$ cat src/rtl/l2_stream_buffer.sv
// l2_stream_buffer: single-entry next-line prefetch buffer sitting between the
// L2 "next" port and physical memory. Holds one prefetched line, answers demand
// lookups with hit/miss, fetches lines over a read-only memory port and drops
// stale data when a write-back of the same line is snooped.
module l2_stream_buffer #(
   parameter int ADDR_W   = 32,
   parameter int LINE_W   = 256,
   parameter int OFFSET_W = 5,
   parameter int CNT_W    = 16
) (
   input  logic              clk,
   input  logic              rst,
   input  logic [ADDR_W-1:0] sb_addr,
   input  logic              mem_action_n_cyc,
   input  logic              mem_action_n_stb,
   output logic              mem_n_resp,
   output logic              mem_n_retry,
   output logic [LINE_W-1:0] sb_rdata,
   input  logic              snoop_valid,
   input  logic [ADDR_W-1:0] snoop_addr,
   output logic              pmem_cyc,
   output logic              pmem_stb,
   output logic              pmem_write,
   output logic [ADDR_W-1:0] pmem_address,
   input  logic [LINE_W-1:0] pmem_rdata,
   input  logic              pmem_resp,
   input  logic              pmem_retry,
   output logic [CNT_W-1:0]  hit_count,
   output logic [CNT_W-1:0]  prefetch_count
);

   localparam int TAG_W = ADDR_W - OFFSET_W;

   typedef enum logic [1:0] {
      ST_IDLE    = 2'd0,
      ST_FETCH   = 2'd1,
      ST_RESPOND = 2'd2
   } state_t;

   state_t              state_r;
   logic                entry_valid_r;
   logic [TAG_W-1:0]    entry_tag_r;
   logic [LINE_W-1:0]   entry_data_r;
   logic [TAG_W-1:0]    pend_tag_r;
   logic                pend_kill_r;
   logic                resp_hit_r;
   logic                mem_n_resp_r;
   logic                mem_n_retry_r;
   logic                pmem_req_r;
   logic [ADDR_W-1:0]   pmem_address_r;
   logic [CNT_W-1:0]    hit_count_r;
   logic [CNT_W-1:0]    prefetch_count_r;

   logic [TAG_W-1:0]    req_tag_s;
   logic [TAG_W-1:0]    snoop_tag_s;
   logic                entry_match_s;
   logic                snoop_entry_s;
   logic                snoop_pend_s;
   logic                accept_s;
   logic                unused_offset_s;

   // Saturating increment for the statistics counters; holds at all-ones.
   function automatic logic [CNT_W-1:0] sat_inc(input logic [CNT_W-1:0] v);
      logic [CNT_W-1:0] r;
      if (v == {CNT_W{1'b1}}) begin
         r = v;
      end else begin
         r = v + {{(CNT_W-1){1'b0}}, 1'b1};
      end
      return r;
   endfunction

   assign req_tag_s       = sb_addr[ADDR_W-1:OFFSET_W];
   assign snoop_tag_s     = snoop_addr[ADDR_W-1:OFFSET_W];
   assign unused_offset_s = ^{sb_addr[OFFSET_W-1:0], snoop_addr[OFFSET_W-1:0]};

   // Tag compares and fill acceptance, decoded from registered state and inputs.
   always_comb begin
      entry_match_s = entry_valid_r && (entry_tag_r == req_tag_s);
      snoop_entry_s = snoop_valid && (snoop_tag_s == entry_tag_r);
      snoop_pend_s  = snoop_valid && (snoop_tag_s == pend_tag_r);
      accept_s      = pmem_resp && !pmem_retry;
   end

   // Buffer control FSM, entry state, registered outputs and statistics.
   always_ff @(posedge clk or posedge rst) begin
      if (rst) begin
         state_r          <= ST_IDLE;
         entry_valid_r    <= 1'b0;
         entry_tag_r      <= {TAG_W{1'b0}};
         entry_data_r     <= {LINE_W{1'b0}};
         pend_tag_r       <= {TAG_W{1'b0}};
         pend_kill_r      <= 1'b0;
         resp_hit_r       <= 1'b0;
         mem_n_resp_r     <= 1'b0;
         mem_n_retry_r    <= 1'b0;
         pmem_req_r       <= 1'b0;
         pmem_address_r   <= {ADDR_W{1'b0}};
         hit_count_r      <= {CNT_W{1'b0}};
         prefetch_count_r <= {CNT_W{1'b0}};
      end else begin
         case (state_r)
            ST_IDLE: begin
               mem_n_resp_r  <= 1'b0;
               mem_n_retry_r <= 1'b0;
               if (mem_action_n_cyc && mem_action_n_stb) begin
                  // Demand lookup: a hit migrates the line into the L2.
                  resp_hit_r    <= entry_match_s;
                  mem_n_resp_r  <= 1'b1;
                  mem_n_retry_r <= entry_match_s;
                  state_r       <= ST_RESPOND;
                  if (entry_match_s) begin
                     entry_valid_r <= 1'b0;
                  end
               end else if (mem_action_n_cyc && entry_match_s) begin
                  // Prefetch of a line already resident: acknowledge only.
                  resp_hit_r    <= 1'b0;
                  mem_n_resp_r  <= 1'b1;
                  mem_n_retry_r <= 1'b0;
                  state_r       <= ST_RESPOND;
               end else if (mem_action_n_cyc) begin
                  pend_tag_r     <= req_tag_s;
                  pend_kill_r    <= 1'b0;
                  entry_valid_r  <= 1'b0;
                  resp_hit_r     <= 1'b0;
                  pmem_req_r     <= 1'b1;
                  pmem_address_r <= {req_tag_s, {OFFSET_W{1'b0}}};
                  state_r        <= ST_FETCH;
               end else begin
                  state_r <= ST_IDLE;
               end
            end
            ST_FETCH: begin
               if (accept_s) begin
                  entry_data_r     <= pmem_rdata;
                  entry_tag_r      <= pend_tag_r;
                  entry_valid_r    <= !pend_kill_r && !snoop_pend_s;
                  prefetch_count_r <= sat_inc(prefetch_count_r);
                  pmem_req_r       <= 1'b0;
                  pmem_address_r   <= {ADDR_W{1'b0}};
                  mem_n_resp_r     <= 1'b1;
                  mem_n_retry_r    <= 1'b0;
                  state_r          <= ST_RESPOND;
               end else if (snoop_pend_s) begin
                  pend_kill_r <= 1'b1;
               end else begin
                  state_r <= ST_FETCH;
               end
            end
            ST_RESPOND: begin
               mem_n_resp_r  <= 1'b0;
               mem_n_retry_r <= 1'b0;
               if (resp_hit_r) begin
                  hit_count_r <= sat_inc(hit_count_r);
               end
               state_r <= ST_IDLE;
            end
            default: begin
               mem_n_resp_r  <= 1'b0;
               mem_n_retry_r <= 1'b0;
               pmem_req_r    <= 1'b0;
               state_r       <= ST_IDLE;
            end
         endcase
         // A write-back of the resident line always invalidates it; during
         // FETCH the entry is already invalid and the fill path owns it.
         if (snoop_entry_s && (state_r != ST_FETCH)) begin
            entry_valid_r <= 1'b0;
         end
      end
   end

   assign mem_n_resp     = mem_n_resp_r;
   assign mem_n_retry    = mem_n_retry_r;
   assign sb_rdata       = entry_data_r;
   assign pmem_cyc       = pmem_req_r;
   assign pmem_stb       = pmem_req_r;
   assign pmem_write     = 1'b0;
   assign pmem_address   = pmem_address_r;
   assign hit_count      = hit_count_r;
   assign prefetch_count = prefetch_count_r;

endmodule

$ cat config.mk
export PLATFORM = sky130hd
export DESIGN_NAME = l2_stream_buffer
export DESIGN_NICKNAME = d
export VERILOG_FILES = /design/src/rtl/l2_stream_buffer.sv
export SDC_FILE = /design/constraint.sdc
export NUM_CORES = 1
export LEC_CHECK = 0
export CORE_AREA = 2 2 256 258
export DETAILED_ROUTE_END_ITERATION = 10
export DIE_AREA = 0 0 258 260
export SLEW_MARGIN = 20
export SYNTH_ARGS = -nofsm -noshare
export SYNTH_HDL_FRONTEND = slang
export SYNTH_SLANG_ARGS = --single-unit
export TNS_END_PERCENT = 50
$ cat constraint.sdc
create_clock -name clk -period 15.1 [get_ports clk]
set_input_delay 3.02 -clock clk [delete_from_list [all_inputs] [get_ports clk]]
set_output_delay 3.02 -clock clk [all_outputs]
set_load 0.005 [all_outputs]
==> results of run 1 <==
## cell families after synthesis
logic type	synth area share
multiplexers	0.229
AO/OA/AOI/OAI	0.0262
XOR/XNOR	0.0627
adder cells (fa/ha/maj)	0.00164
buffers and inverters	0.0208
flip-flops	0.619
other	0.000246
AND/OR/NAND/NOR	0.0398
## worst register-to-register path, delay by kind of cell (launching register included)
| kind | cells | cell delay (ns) |
|---|---|---|
| flip-flops | 1 | 0.48 |
| AND/OR/NAND/NOR | 1 | 0.51 |
| multiplexers | 1 | 0.56 |
| buffers and inverters | 2 | 1.66 |
## placed cells by master, fill, tap and decap left out, drive strengths merged, types with 5 or more instances in the layout
cell type,instances
nor3,5
nand3,12
clkinv,9
inv,13
a22o,27
conb,6
mux2,310
nand2,20
clkbuf,68
xnor2,97
nor2,17
dfrtp,377
xor2,12
clkdlybuf4s50,635
buf,9
nand4,28
## layout make-up
class / instances / area [sq um] / share of cell area
Multi-Input combinational cell: 574 / 5500 / 0.230
Sequential cell: 377 / 9430 / 0.394
Clock inverter: 12 / 125 / 0.00522
Timing Repair Buffer: 644 / 6440 / 0.268
Tap cell: 855 / 1070 / 0.0446
Antenna cell: 3 / 7.51 / 0.000313
Clock buffer: 68 / 1350 / 0.0561
Inverter: 12 / 52.6 / 0.00219
## worst paths after layout
check                             from             to  slack [ns]
setup / recovery            pmem_retry  sb_rdata[141]        9.25
min in group asynchronous          rst  sb_rdata[130]        2.97
hold reg to reg            mem_n_retry    mem_n_retry        0.47
max in group asynchronous          rst   hit_count[4]        9.89
setup reg to reg            state_r[0]  sb_rdata[141]       11.77
hold / removal             mem_n_retry    mem_n_retry        0.47
## sequential cells by signal, summed over array words and instances (netlist names)
name	flops
sb_rdata	256
entry_tag_r	27
pend_tag_r	27
pmem_address	27
hit_count	16
prefetch_count	16
state_r	2
entry_valid_r	1
mem_n_resp	1
mem_n_retry	1
pend_kill_r	1
pmem_cyc	1
resp_hit_r	1
## stage by stage
stage	util	cell area, sq um	total power, uW
2_1_floorplan	-	15200	2330
3_3_place_gp	0.351	22500	3380
3_5_place_dp	0.351	22500	3420
4_1_cts	0.374	24000	4530
5_1_grt	0.374	24000	4730
6_report	0.374	24000	4460
## power groups by stage
| stage | Combinational, uW | Sequential (uW) | Clock (uW) |
|---|---|---|---|
| finish | 1650 | 1730 | 1080 |
| detailed placement | 1670 | 1750 | 0 |
| global placement | 1650 | 1730 | 0 |
| global route | 1760 | 1800 | 1160 |
| CTS | 1680 | 1740 | 1120 |
| floorplan | 583 | 1750 | 0 |
## routing by layer
| metal | GRT usage | wire length (um) | vias to the layer above |
|---|---|---|---|
| li1 | - | - | 4857 |
| met5 | 0 | 0 | - |
| met4 | 0.0448 | 1270 | 0 |
| met2 | 0.228 | 23500 | 427 |
| met3 | 0.0463 | 4060 | 72 |
| met1 | 0.156 | 17900 | 5263 |
==> impl_summary.txt, run 1 <==
----------------------------------------------------
[Clocking]
  Cells resized by post-CTS repair ... 0
  Clock root cell ... sky130_fd_sc_hd__clkbuf_16
  Maximum level of the CTS H-tree ... 2
  Latest clock arrival within the worst-skew pair ... 0.56 ns
  Cts-stage hold buffer count ... 0
  Number of setup buffers added after CTS ... 0
  Number of buffers created by CTS ... 45
  CTS clk-pin slew, worst paths ... 0.06 ns
  Longest Clk Path Bufs ... 3
  CTS tree ... built
  Total clock sinks ... 377

[Power]
  Net switching power ... 1230 uW
  Part of the total power dissipated in combinational logic ... 0.370
  Internal power contribution ... 3230 uW
  Max IR drop VDD ... 0.111 mV
  Power Density ... 186 nW/um^2
  Reported leakage power ... 0.00968 uW
  Share of power burned in the clock network ... 0.241
  Switching Share ... 0.275
  Seq pwr share ... 0.389

[Setup path]
  CP Buf/Inv Count ... 3
  Cell with the most instances on the worst path ... sky130_fd_sc_hd__buf_4
  Arrival time of data at the critical path endpoint ... 6.30 ns
  CP delay by family, top ... buffers and inverters
  Worst-case reg-to-reg path depth ... 4
  Req. time, crit path ... 15.55 ns
  Depth of the critical timing path with buffers and inverters included ... 5
  Worst-path fanout max ... 81
  Critical path start-end classification ... in -> reg
  Critical Path End Type ... register
  Cell-by-cell trace of the critical path ... clkdlybuf4s50_1 > and4bb_4 > buf_4 > buf_4 > mux2_2
  Type of origin of the critical path ... input pin
  Crit path largest cell delay ... 0.88 ns
  Max stage delay cell, worst path ... sky130_fd_sc_hd__buf_4

[Logic synthesis]
  Share of flip-flops with an asynchronous set or reset ... 1.00
  Post-synthesis sequential element count ... 377
  Yosys top cell area share ... 0.619
  Top cell type by total area after synthesis ... sky130_fd_sc_hd__dfrtp_1
  Most used standard cells in the synthesized netlist ... sky130_fd_sc_hd__dfrtp_1, sky130_fd_sc_hd__mux2_2, sky130_fd_sc_hd__xnor2_1
  Number of cells produced by synthesis ... 1005
  Top area cells in the synthesized netlist ... sky130_fd_sc_hd__dfrtp_1, sky130_fd_sc_hd__mux2_2, sky130_fd_sc_hd__xnor2_1
  Post-synth design cell area ... 15200 sq um
  Post-synth EDFFs ... 0
  Yosys warning count ... 0
  Dominant synthesized flop cell ... sky130_fd_sc_hd__dfrtp_1
  Portion of the post-synthesis area used by sequential elements ... 0.619
  Avg Inst Size Synth ... 15.2 sq um
  Distinct cell type count of the synthesized netlist ... 50
  Most numerous cell in the Yosys netlist ... sky130_fd_sc_hd__dfrtp_1

[GRT]
  Total routing usage reported by global routing ... 0.134
  Antenna violations before repair ... 3
  Maximum number of pins on one net before global-route repair ... 146
  Via count of the first global-routing pass ... 11400
  Total congestion overflow ... 0
  Global-route wire length before repair ... 69400 um

[Route]
  Average routed wire per standard cell ... 18.3 um
  Vias per cell ... 4.17
  Detailed Route Iter0 Violations ... 427
  Count of vias placed by the detailed router ... 10600
  DR DRC count ... 0
  Post-DRT Antenna Nets ... 0
  First-pass DRT Iterations ... 4
  Total wire length ... 46700 um

[Layout]
  Fill cell count ... 6115
  Layout Area Growth over Synthesis ... 57.4%
  Final net count ... 1983
  Count of placed standard cells in the final layout, fillers left out ... 2545
  Share of post-route cells with drive strength above 1 ... 0.239

[STA]
  Minimum setup slack in the final design ... 9.25 ns
  Final cycle utilization of the critical path ... 0.388
  Final hold viol count ... 0
  Max-slew violations ... 0
  Tightest Pin Transition ... 1.08 ns
  Fmax ... 0.171 GHz
  Final hold slack ... 0.474 ns
  Slew Limit Headroom ... 0.282
  Total Negative Setup Slacks ... 0 ns
  Clock period minus final worst setup slack ... 5.85 ns
  Final setup fails ... 0
  Worst Clk Skew ... 0.0157 ns
  Setup repair after global routing missed its margin ... false

[Place]
  Pre-CTS setup slack ... 8.68 ns
  Count of port buffers added during placement ... 635
  Half-perimeter wire length after detailed placement ... 35100 um
  Number of placed cells counting well taps ... 2462
  GP Congestion ... 0.803

[Hold path]
  Hold/Removal Path Class ... reg -> reg
  Count of cells along the worst hold path ... 2

[Die]
  Top-level port count ... 652
  Die extent in y ... 260 um
  Placeable core region ... 64100 sq um
  Die outline width ... 258 um
  Effective utilization at floorplan ... 0.238
  Die Footprint ... 67100 sq um
  Total number of placement rows ... 93

[Run status]
  Run status ... completed

[Run]
  Total of max-cap violations ... 0

----------------------------------------------------
Note: power is estimated with default switching activity, not from simulation.
==> run 2: changes to the inputs <==
--- a/config.mk
+++ b/config.mk
@@ -5,9 +5,9 @@
 export SDC_FILE = /design/constraint.sdc
 export NUM_CORES = 1
 export LEC_CHECK = 0
-export CORE_AREA = 2 2 256 258
+export CORE_AREA = 2 2 254 256
 export DETAILED_ROUTE_END_ITERATION = 10
-export DIE_AREA = 0 0 258 260
+export DIE_AREA = 0 0 256 258
 export SLEW_MARGIN = 20
 export SYNTH_ARGS = -nofsm -noshare
 export SYNTH_HDL_FRONTEND = slang
==> constraint.sdc (replaced) <==
create_clock -name clk -period 5 [get_ports clk]
set_input_delay 1 -clock clk [delete_from_list [all_inputs] [get_ports clk]]
set_output_delay 1 -clock clk [all_outputs]
set_load 0.005 [all_outputs]
==> run 2 against run 1 <==
Compared with the run above: register-to-register slack got worse by 9.4 ns; clock power increased to 3.1 times the previous value; critical path depth increased by 3.
==> impl_summary.txt, run 2 (synthesis results as in run 1) <==
----------------------------------------------------
[STA]
  Max-slew violations ... 0
  Setup repair after global routing missed its margin ... false
  Total Negative Setup Slacks ... 0 ns
  Minimum setup slack in the final design ... 1.80 ns
  Final setup fails ... 0
  Final hold viol count ... 0
  Fmax ... 0.312 GHz
  Final cycle utilization of the critical path ... 0.641
  Slew Limit Headroom ... 0.287
  Tightest Pin Transition ... 1.07 ns
  Clock period minus final worst setup slack ... 3.20 ns
  Worst Clk Skew ... 0.0109 ns

[Run status]
  Run status ... completed

[GRT]
  Maximum number of pins on one net before global-route repair ... 159
  Total routing usage reported by global routing ... 0.145
  Via count of the first global-routing pass ... 11600
  Total congestion overflow ... 0
  Global-route wire length before repair ... 73300 um
  Antenna violations before repair ... 5

[Clocking]
  Latest clock arrival within the worst-skew pair ... 0.56 ns
  Maximum level of the CTS H-tree ... 2
  Number of setup buffers added after CTS ... 0
  Longest Clk Path Bufs ... 3
  Number of buffers created by CTS ... 44
  Total clock sinks ... 377
  CTS clk-pin slew, worst paths ... 0.06 ns
  Cells resized by post-CTS repair ... 0
  CTS tree ... built
  Clock root cell ... sky130_fd_sc_hd__clkbuf_16
  Cts-stage hold buffer count ... 0

[Layout]
  Fill cell count ... 6075
  Final net count ... 1982
  Storage element area ... 9430 sq um
  Count of placed standard cells in the final layout, fillers left out ... 2542
  Fin area ... 24000 sq um
  Most common cell after layout, fill and taps aside ... sky130_fd_sc_hd__clkdlybuf4s50_1
  Share of post-route cells with drive strength above 1 ... 0.243
  Total area of multi-input combinational cells ... 5500 sq um
  Commonest cells after routing, fill and taps aside ... sky130_fd_sc_hd__clkdlybuf4s50_1, sky130_fd_sc_hd__dfrtp_1, sky130_fd_sc_hd__mux2_2
  Flip-flop count of the largest register after layout ... 256
  Layout Area Growth over Synthesis ... 57.9%

[Setup path]
  Req. time, crit path ... 5.48 ns
  Crit path largest cell delay ... 0.61 ns
  Type of origin of the critical path ... input pin
  Critical path start-end classification ... in -> reg
  Cell-by-cell trace of the critical path ... clkdlybuf4s50_1 > xnor2_1 > nand4_1 > nor4_4 > a211oi_4 > buf_4 > nor2_4 > a22o_1
  CP Buf/Inv Count ... 2
  Worst-path fanout max ... 31
  Critical Path End Type ... register
  Max stage delay cell, worst path ... sky130_fd_sc_hd__nor2_4
  CP delay by family, top ... simple AND/OR/NAND/NOR gates
  Arrival time of data at the critical path endpoint ... 3.68 ns

[Place]
  Pre-CTS setup slack ... 1.20 ns
  GP Congestion ... 0.813
  Count of port buffers added during placement ... 635
  Half-perimeter wire length after detailed placement ... 36600 um
  Number of placed cells counting well taps ... 2462
  Cell area after placement ... 22500 sq um

[Hold path]
  Hold/Removal Path Class ... reg -> reg

[Die]
  Effective utilization at floorplan ... 0.239
  Placeable core region ... 63600 sq um
  Total number of placement rows ... 93
  Die Footprint ... 66000 sq um
  Die outline width ... 256 um
  Die extent in y ... 258 um
  Top-level port count ... 652

[Route]
  Met1 layer wirelength in the final routing ... 19000 um
  Vias per cell ... 4.25
  DR DRC count ... 0
  Highest metal layer with signal wires ... met5
  First-pass DRT Iterations ... 5
  WL met3 ... 3920 um
  Detailed Route Iter0 Violations ... 403
  Total met2 wirelength after detailed routing ... 24500 um
  Average routed wire per standard cell ... 19.3 um
  Count of vias placed by the detailed router ... 10800
  Post-DRT Antenna Nets ... 0
  Total wire length ... 49100 um

[Run]
  Total of max-cap violations ... 0

[Power]
  Max IR drop VDD ... 0.345 mV
  Power, Total ... 13600 uW
  Reported leakage power ... 0.00970 uW
  Power Density ... 566 nW/um^2

----------------------------------------------------
[run 2: cell count changes in the layout (fill, tap and decap cells not counted), moves of 2 or more]
| cell | previous run | this run |
|---|---|---|
| sky130_fd_sc_hd__buf_12 | 1 | 4 |
| sky130_fd_sc_hd__buf_4 | 8 | 5 |
| sky130_fd_sc_hd__bufinv_16 | 2 | 4 |
| sky130_fd_sc_hd__clkbuf_1 | 12 | 4 |
| sky130_fd_sc_hd__clkbuf_16 | 47 | 45 |
| sky130_fd_sc_hd__clkbuf_8 | 9 | 13 |
| sky130_fd_sc_hd__clkinv_2 | 6 | 8 |
| sky130_fd_sc_hd__clkinv_4 | 3 | 0 |
| sky130_fd_sc_hd__clkinvlp_4 | 0 | 5 |
[run 2: where the power goes]
group | switching, uW | internal [uW] | total (uW)
clock network | 1320 | 2040 | 3360
registers | 875 | 4410 | 5290
logic | 1570 | 3390 | 4970
[run 2: area by class of cell]
cell class / count / share of cell area
inverter: 12 / 0.00203
timing repair buffer: 644 / 0.269
clock inverter: 16 / 0.00791
sequential: 377 / 0.392
tap: 855 / 0.0445
multi-input combinational: 574 / 0.229
antenna: 2 / 0.000208
clock buffer: 62 / 0.0549
[run 2: final timing paths]
check,start,endpoint,slack [ns],cells after the start
min,mem_n_retry,mem_n_retry,0.48,2
min in group asynchronous,rst,sb_rdata[169],0.77,2
min reg2reg,mem_n_retry,mem_n_retry,0.48,2
max in group asynchronous,rst,entry_valid_r,2.94,3
max reg2reg,entry_tag_r[0],pmem_address[13],2.38,7
max,sb_addr[14],pmem_address[13],1.80,8
[run 2: metal layers]
metal | GRT usage | up-vias
met5 | 0 | -
met4 | 0.0552 | 6
met3 | 0.0498 | 89
met2 | 0.248 | 418
met1 | 0.167 | 5437
li1 | - | 4842
[run 2: worst register-to-register path, stage by stage (launching register included)]
cell	delay (ns)
sky130_fd_sc_hd__dfrtp_1	0.41
sky130_fd_sc_hd__xnor2_1	0.19
sky130_fd_sc_hd__nand4_1	0.22
sky130_fd_sc_hd__nor4_4	0.48
sky130_fd_sc_hd__a211oi_4	0.11
sky130_fd_sc_hd__buf_4	0.27
sky130_fd_sc_hd__nor2_4	0.62
sky130_fd_sc_hd__a22o_1	0.26
[run 2: through the flow]
stage | utilization | hold WS [ns]
4_1_cts | 0.378 | 0.488
3_5_place_dp | 0.354 | 0.473
3_3_place_gp | 0.354 | 0.468
2_1_floorplan | - | 0.447
5_1_grt | 0.378 | 0.515
6_report | 0.378 | 0.480
==> edit 1: new RTL, config.mk and constraints of run 1 <==
Encoding of `state_t`: now one-hot (3 bits for 3 states).
--- a/src/rtl/l2_stream_buffer.sv
+++ b/src/rtl/l2_stream_buffer.sv
@@ -33,6 +33,6 @@
 
-   typedef enum logic [1:0] {
-      ST_IDLE    = 2'd0,
-      ST_FETCH   = 2'd1,
-      ST_RESPOND = 2'd2
+   typedef enum logic [2:0] {
+      ST_IDLE    = 3'b001,
+      ST_FETCH   = 3'b010,
+      ST_RESPOND = 3'b100
    } state_t;
Check against the original RTL: same outputs for any inputs over 4 cycles, from zero or initial values and one cycle with rst high; so few cycles prove little.
==> edit 1 against run 1 <==
Cell area increased by 0.79%. Area after synthesis increased by 0.98%. Routed wire length increased by 14%. Synthesized cell count increased by 59%. Combinational power decreased by 10%. Setup slack got worse by 160 ps. Sequential cell count increased by 1. First-iteration DRC count increased by 78%. Largest power group unchanged. Power decreased by 2.3%.
==> edit 1: results (changes against run 1) <==
| Metric | Value |
|---|---|
| Reg2reg setup slack | `11430 ps (-340 ps)` |
| Post-synthesis mux area share | `0.0212 (-0.208)` |
| Fill cells | `6280 (+2.7%)` |
| Pre-Repair DR Iteration Count | `6 (+2)` |
| TritonCTS Buffers | `47 (+4.4%)` |
| Internal | `3050 uW (-5.5%)` |
| Hold wc startpoint | `sb_rdata[63]` |
| Xor/xnor cell area share of the yosys netlist | `0.0609 (-0.00175)` |
| Worst skew pair latency | `590 ps (+30 ps)` |
| Vias per inst | `4.19 (+0.49%)` |
| Layout cell share with drive strength beyond 1 | `0.0573 (-0.182)` |
| Status | `completed` |
| Synthesized instance count | `1596 (+59%)` |
| Worst-margin pin slew | `1020 ps (-56.8 ps)` |
| Antenna violations before repair | `5 (+2)` |
| Nets@finish | `2544 (+28%)` |
| Total global-route track usage | `0.154 (+0.0204)` |
| DRT Wirelength | `53.1 mm (+14%)` |
| Placed wire-length estimate | `38.7 mm (+10%)` |
| R2R Path Start | `state_r[2]` |
| DP Cell Count | `3021 (+23%)` |
| Worst hold endpoint | `sb_rdata[63]` |
| DR vias | `13000 (+23%)` |
| Largest net degree at the start of global routing | `141 (-3.4%)` |
| Register area share after synthesis | `0.615 (-0.00429)` |
| Synth top area cells | `dfrtp_1, nand2_1, xnor2_1` |
| Vias in the first global route | `13800 (+21%)` |
| Reg2reg path depth | `6 (+2)` |
| Synth top cells by count | `nand2_1, dfrtp_1, xnor2_1` |
| Post-Place Worst Slack | `8350 ps (-334 ps)` |
| Crit-path max FO | `101 (+25%)` |
| Clk_skew | `24.6 ps (+8.86 ps)` |
| Final worst slack | `9090 ps (-156 ps)` |
| Post-synthesis compound-gate area fraction | `0.0303 (+0.00414)` |
edit 1: layer usage:
layer	wire length (um)	track usage	vias to the layer above
met5	34	0	-
met4	1960	0.0618	6
met3	4440	0.0501	104
met2	26300	0.263	482
met1	20400	0.179	6201
li1	-	-	6239
edit 1: logic make-up after synthesis:
logic type / count (synthesis)
compound gates: 55
fa+ha+maj: 2
simple gates: 935
flops: 378
buf+inv: 89
xor+xnor: 107
mux: 29
other cells: 1
edit 1: power by group through the flow:
stage                     combinational, uW  clock (uW)  sequential, uW
after floorplan                         453           0            1720
after global placement                 1490           0            1700
after detailed placement               1500           0            1720
after CTS                              1510        1210            1710
after global routing                   1620        1250            1770
final                                  1480        1170            1710
edit 1: worst max path at each step:
stage                     end       from  cells past startpoint
2_1_floorplan  entry_tag_r[0]        rst                      1
3_3_place_gp    sb_rdata[181]  pmem_resp                      7
3_5_place_dp    sb_rdata[181]  pmem_resp                      7
4_1_cts         sb_rdata[181]  pmem_resp                      7
5_1_grt         sb_rdata[181]  pmem_resp                      7
6_report        sb_rdata[181]  pmem_resp                      7
edit 1: area by class of cell:
class / instances / area share
timing repair buffer: 645 / 0.267
multi-input combinational: 1134 / 0.229
antenna: 2 / 0.000207
clock inverter: 18 / 0.00999
tap: 855 / 0.0443
inverter: 9 / 0.00171
sequential: 378 / 0.392
clock buffer: 67 / 0.0568
edit 1: worst min-delay path: stages (launching register included):
cell,delay [ps]
dfrtp_1,340
nand2_1,50
nand2_1,50
edit 1: per-stage QoR:
step | hold WS (ps) | utilization | instance area [um2]
after CTS | 475 | 0.377 | 24200
final | 471 | 0.377 | 24200
after global routing | 490 | 0.377 | 24200
after detailed placement | 461 | 0.352 | 22500
after global placement | 456 | 0.352 | 22500
after floorplan | 450 | - | 15400
==> edit 2: new RTL, settings of run 1 <==
Made on the original files. The parameter `ADDR_W` goes from 32 to 64.
--- a/src/rtl/l2_stream_buffer.sv
+++ b/src/rtl/l2_stream_buffer.sv
@@ -5,3 +5,3 @@
 module l2_stream_buffer #(
-   parameter int ADDR_W   = 32,
+   parameter int ADDR_W   = 64,
    parameter int LINE_W   = 256,
Interface: changed (resized pmem_address, sb_addr and snoop_addr); port bits go from 652 to 748. The function was not compared with the original's and may differ.
==> edit 2 against run 1 <==
Hold slack got worse by 4.4 ps. Power increased by 26%. Cell area increased by 25%. Sequential power increased by 28%. Setup slack got worse by 470 ps. Routed wire length increased by 66%. Sequential cell count increased by 96. Area after synthesis increased by 30%. Critical path type unchanged. Largest cell class unchanged. Largest power group unchanged. Highest routed layer is now met5.
==> edit 2: results (changes against run 1) <==
| Metric | Value |
|---|---|
| Fill cells | `6011 (-1.7%)` |
| Nets@finish | `3160 (+59%)` |
| Multi-input gates | `1450 (+150%)` |
| Reg2reg setup slack | `11300 ps (-470 ps)` |
| Crit-path max FO | `78 (-3.7%)` |
| Synth Area per Inst | `9.67 um2 (-36%)` |
| Reg2reg path depth | `8 (+4)` |
| Number of non-clock buffers | `747 (+16%)` |
| Adder-cell share of the synthesized area | `0.00126 (-0.000384)` |
| WP data arrival | `6800 ps (+500 ps)` |
| Layout cell share with drive strength beyond 1 | `0.0552 (-0.184)` |
| Clk_skew | `35.2 ps (+19.5 ps)` |
| Pre-Repair DR Iteration Count | `5 (+1)` |
| Switch Pwr | `1810 uW (+47%)` |
| Post-synthesis compound-gate area fraction | `0.0556 (+0.0294)` |
| Met2 WL | `38.9 mm (+66%)` |
| Crit. Startpoint | `sb_addr[41]` |
| Worst-margin pin slew | `1080 ps (+1.41 ps)` |
| Initial DRC count | `1139 (+170%)` |
| Total power | `5610 uW (+26%)` |
| R2R Path Start | `entry_tag_r[36]` |
| GP Congestion | `0.945 (+18%)` |
| Met3 usage | `0.0638 (+0.0175)` |
| Vias in the first global route | `17800 (+56%)` |
| Post-synthesis mux area share | `0.0261 (-0.203)` |
| Post-Place Worst Slack | `8200 ps (-480 ps)` |
| DRT Wirelength | `77.7 mm (+66%)` |
| Placed wire-length estimate | `58.3 mm (+66%)` |
| Status | `completed` |
| Metal3 WL | `5.73 mm (+41%)` |
| Area of the multi-input gates | `0.00751 mm2 (+36%)` |
| Final cycle utilization of the critical path | `0.419 (+0.0310)` |
| Sequential share of cell area | `0.396 (+0.00232)` |
| CTS Sinks | `473 (+25%)` |
| Clock Buffer Count | `82 (+21%)` |
| # diodes | `5 (+2)` |
| Synth top area cells | `dfrtp_1, nand2_1, xnor2_1` |
| Total global-route track usage | `0.225 (+0.0912)` |
| IO Port Bufs | `731 (+15%)` |
| Synth top cells by count | `nand2_1, dfrtp_1, xnor2_1` |
| RR Endpoint | `pend_tag_r[8]` |
| Antenna violations before repair | `15 (+12)` |
| Worst VDD drop | `0.0000877 V (-21%)` |
| Register area share after synthesis | `0.596 (-0.0237)` |
| Met2 GRT Util | `0.386 (+0.158)` |
| GR Util met1 | `0.276 (+0.119)` |
| Clock-cell share | `0.0617 (+0.000353)` |
| Vias per inst | `4.68 (+12%)` |
| DP Cell Count | `3565 (+45%)` |
| Largest net degree at the start of global routing | `158 (+8.2%)` |
| Final Cell Area | `0.0299 mm2 (+25%)` |
[edit 2: cell count changes after synthesis, sizes merged, moves of 33 or more]
| cell | change |
|---|---|
| xor2 | +48 |
| o21ai | +34 |
| a22o | +33 |
| clkbuf | +71 |
| dfrtp | +96 |
| nand2 | +920 |
| mux2 | -264 |
[edit 2: worst max-delay path, stage by stage]
cell	delay, ps
clkdlybuf4s50_1	500
xnor2_1	390
nand4_1	260
nor4_1	790
and4_1	440
a211oi_4	100
buf_4	380
buf_4	480
mux2_2	380
[edit 2: how the worst min path moves through the flow]
stage	startpoint	endpoint	slack [ps]	cells after the start
after floorplan	pend_tag_r[42]	entry_tag_r[42]	440	2
after global placement	pend_tag_r[42]	entry_tag_r[42]	450	2
after detailed placement	sb_rdata[167]	sb_rdata[167]	460	2
after CTS	sb_rdata[246]	sb_rdata[246]	480	2
after global routing	sb_rdata[148]	sb_rdata[148]	490	2
final	sb_rdata[69]	sb_rdata[69]	470	2
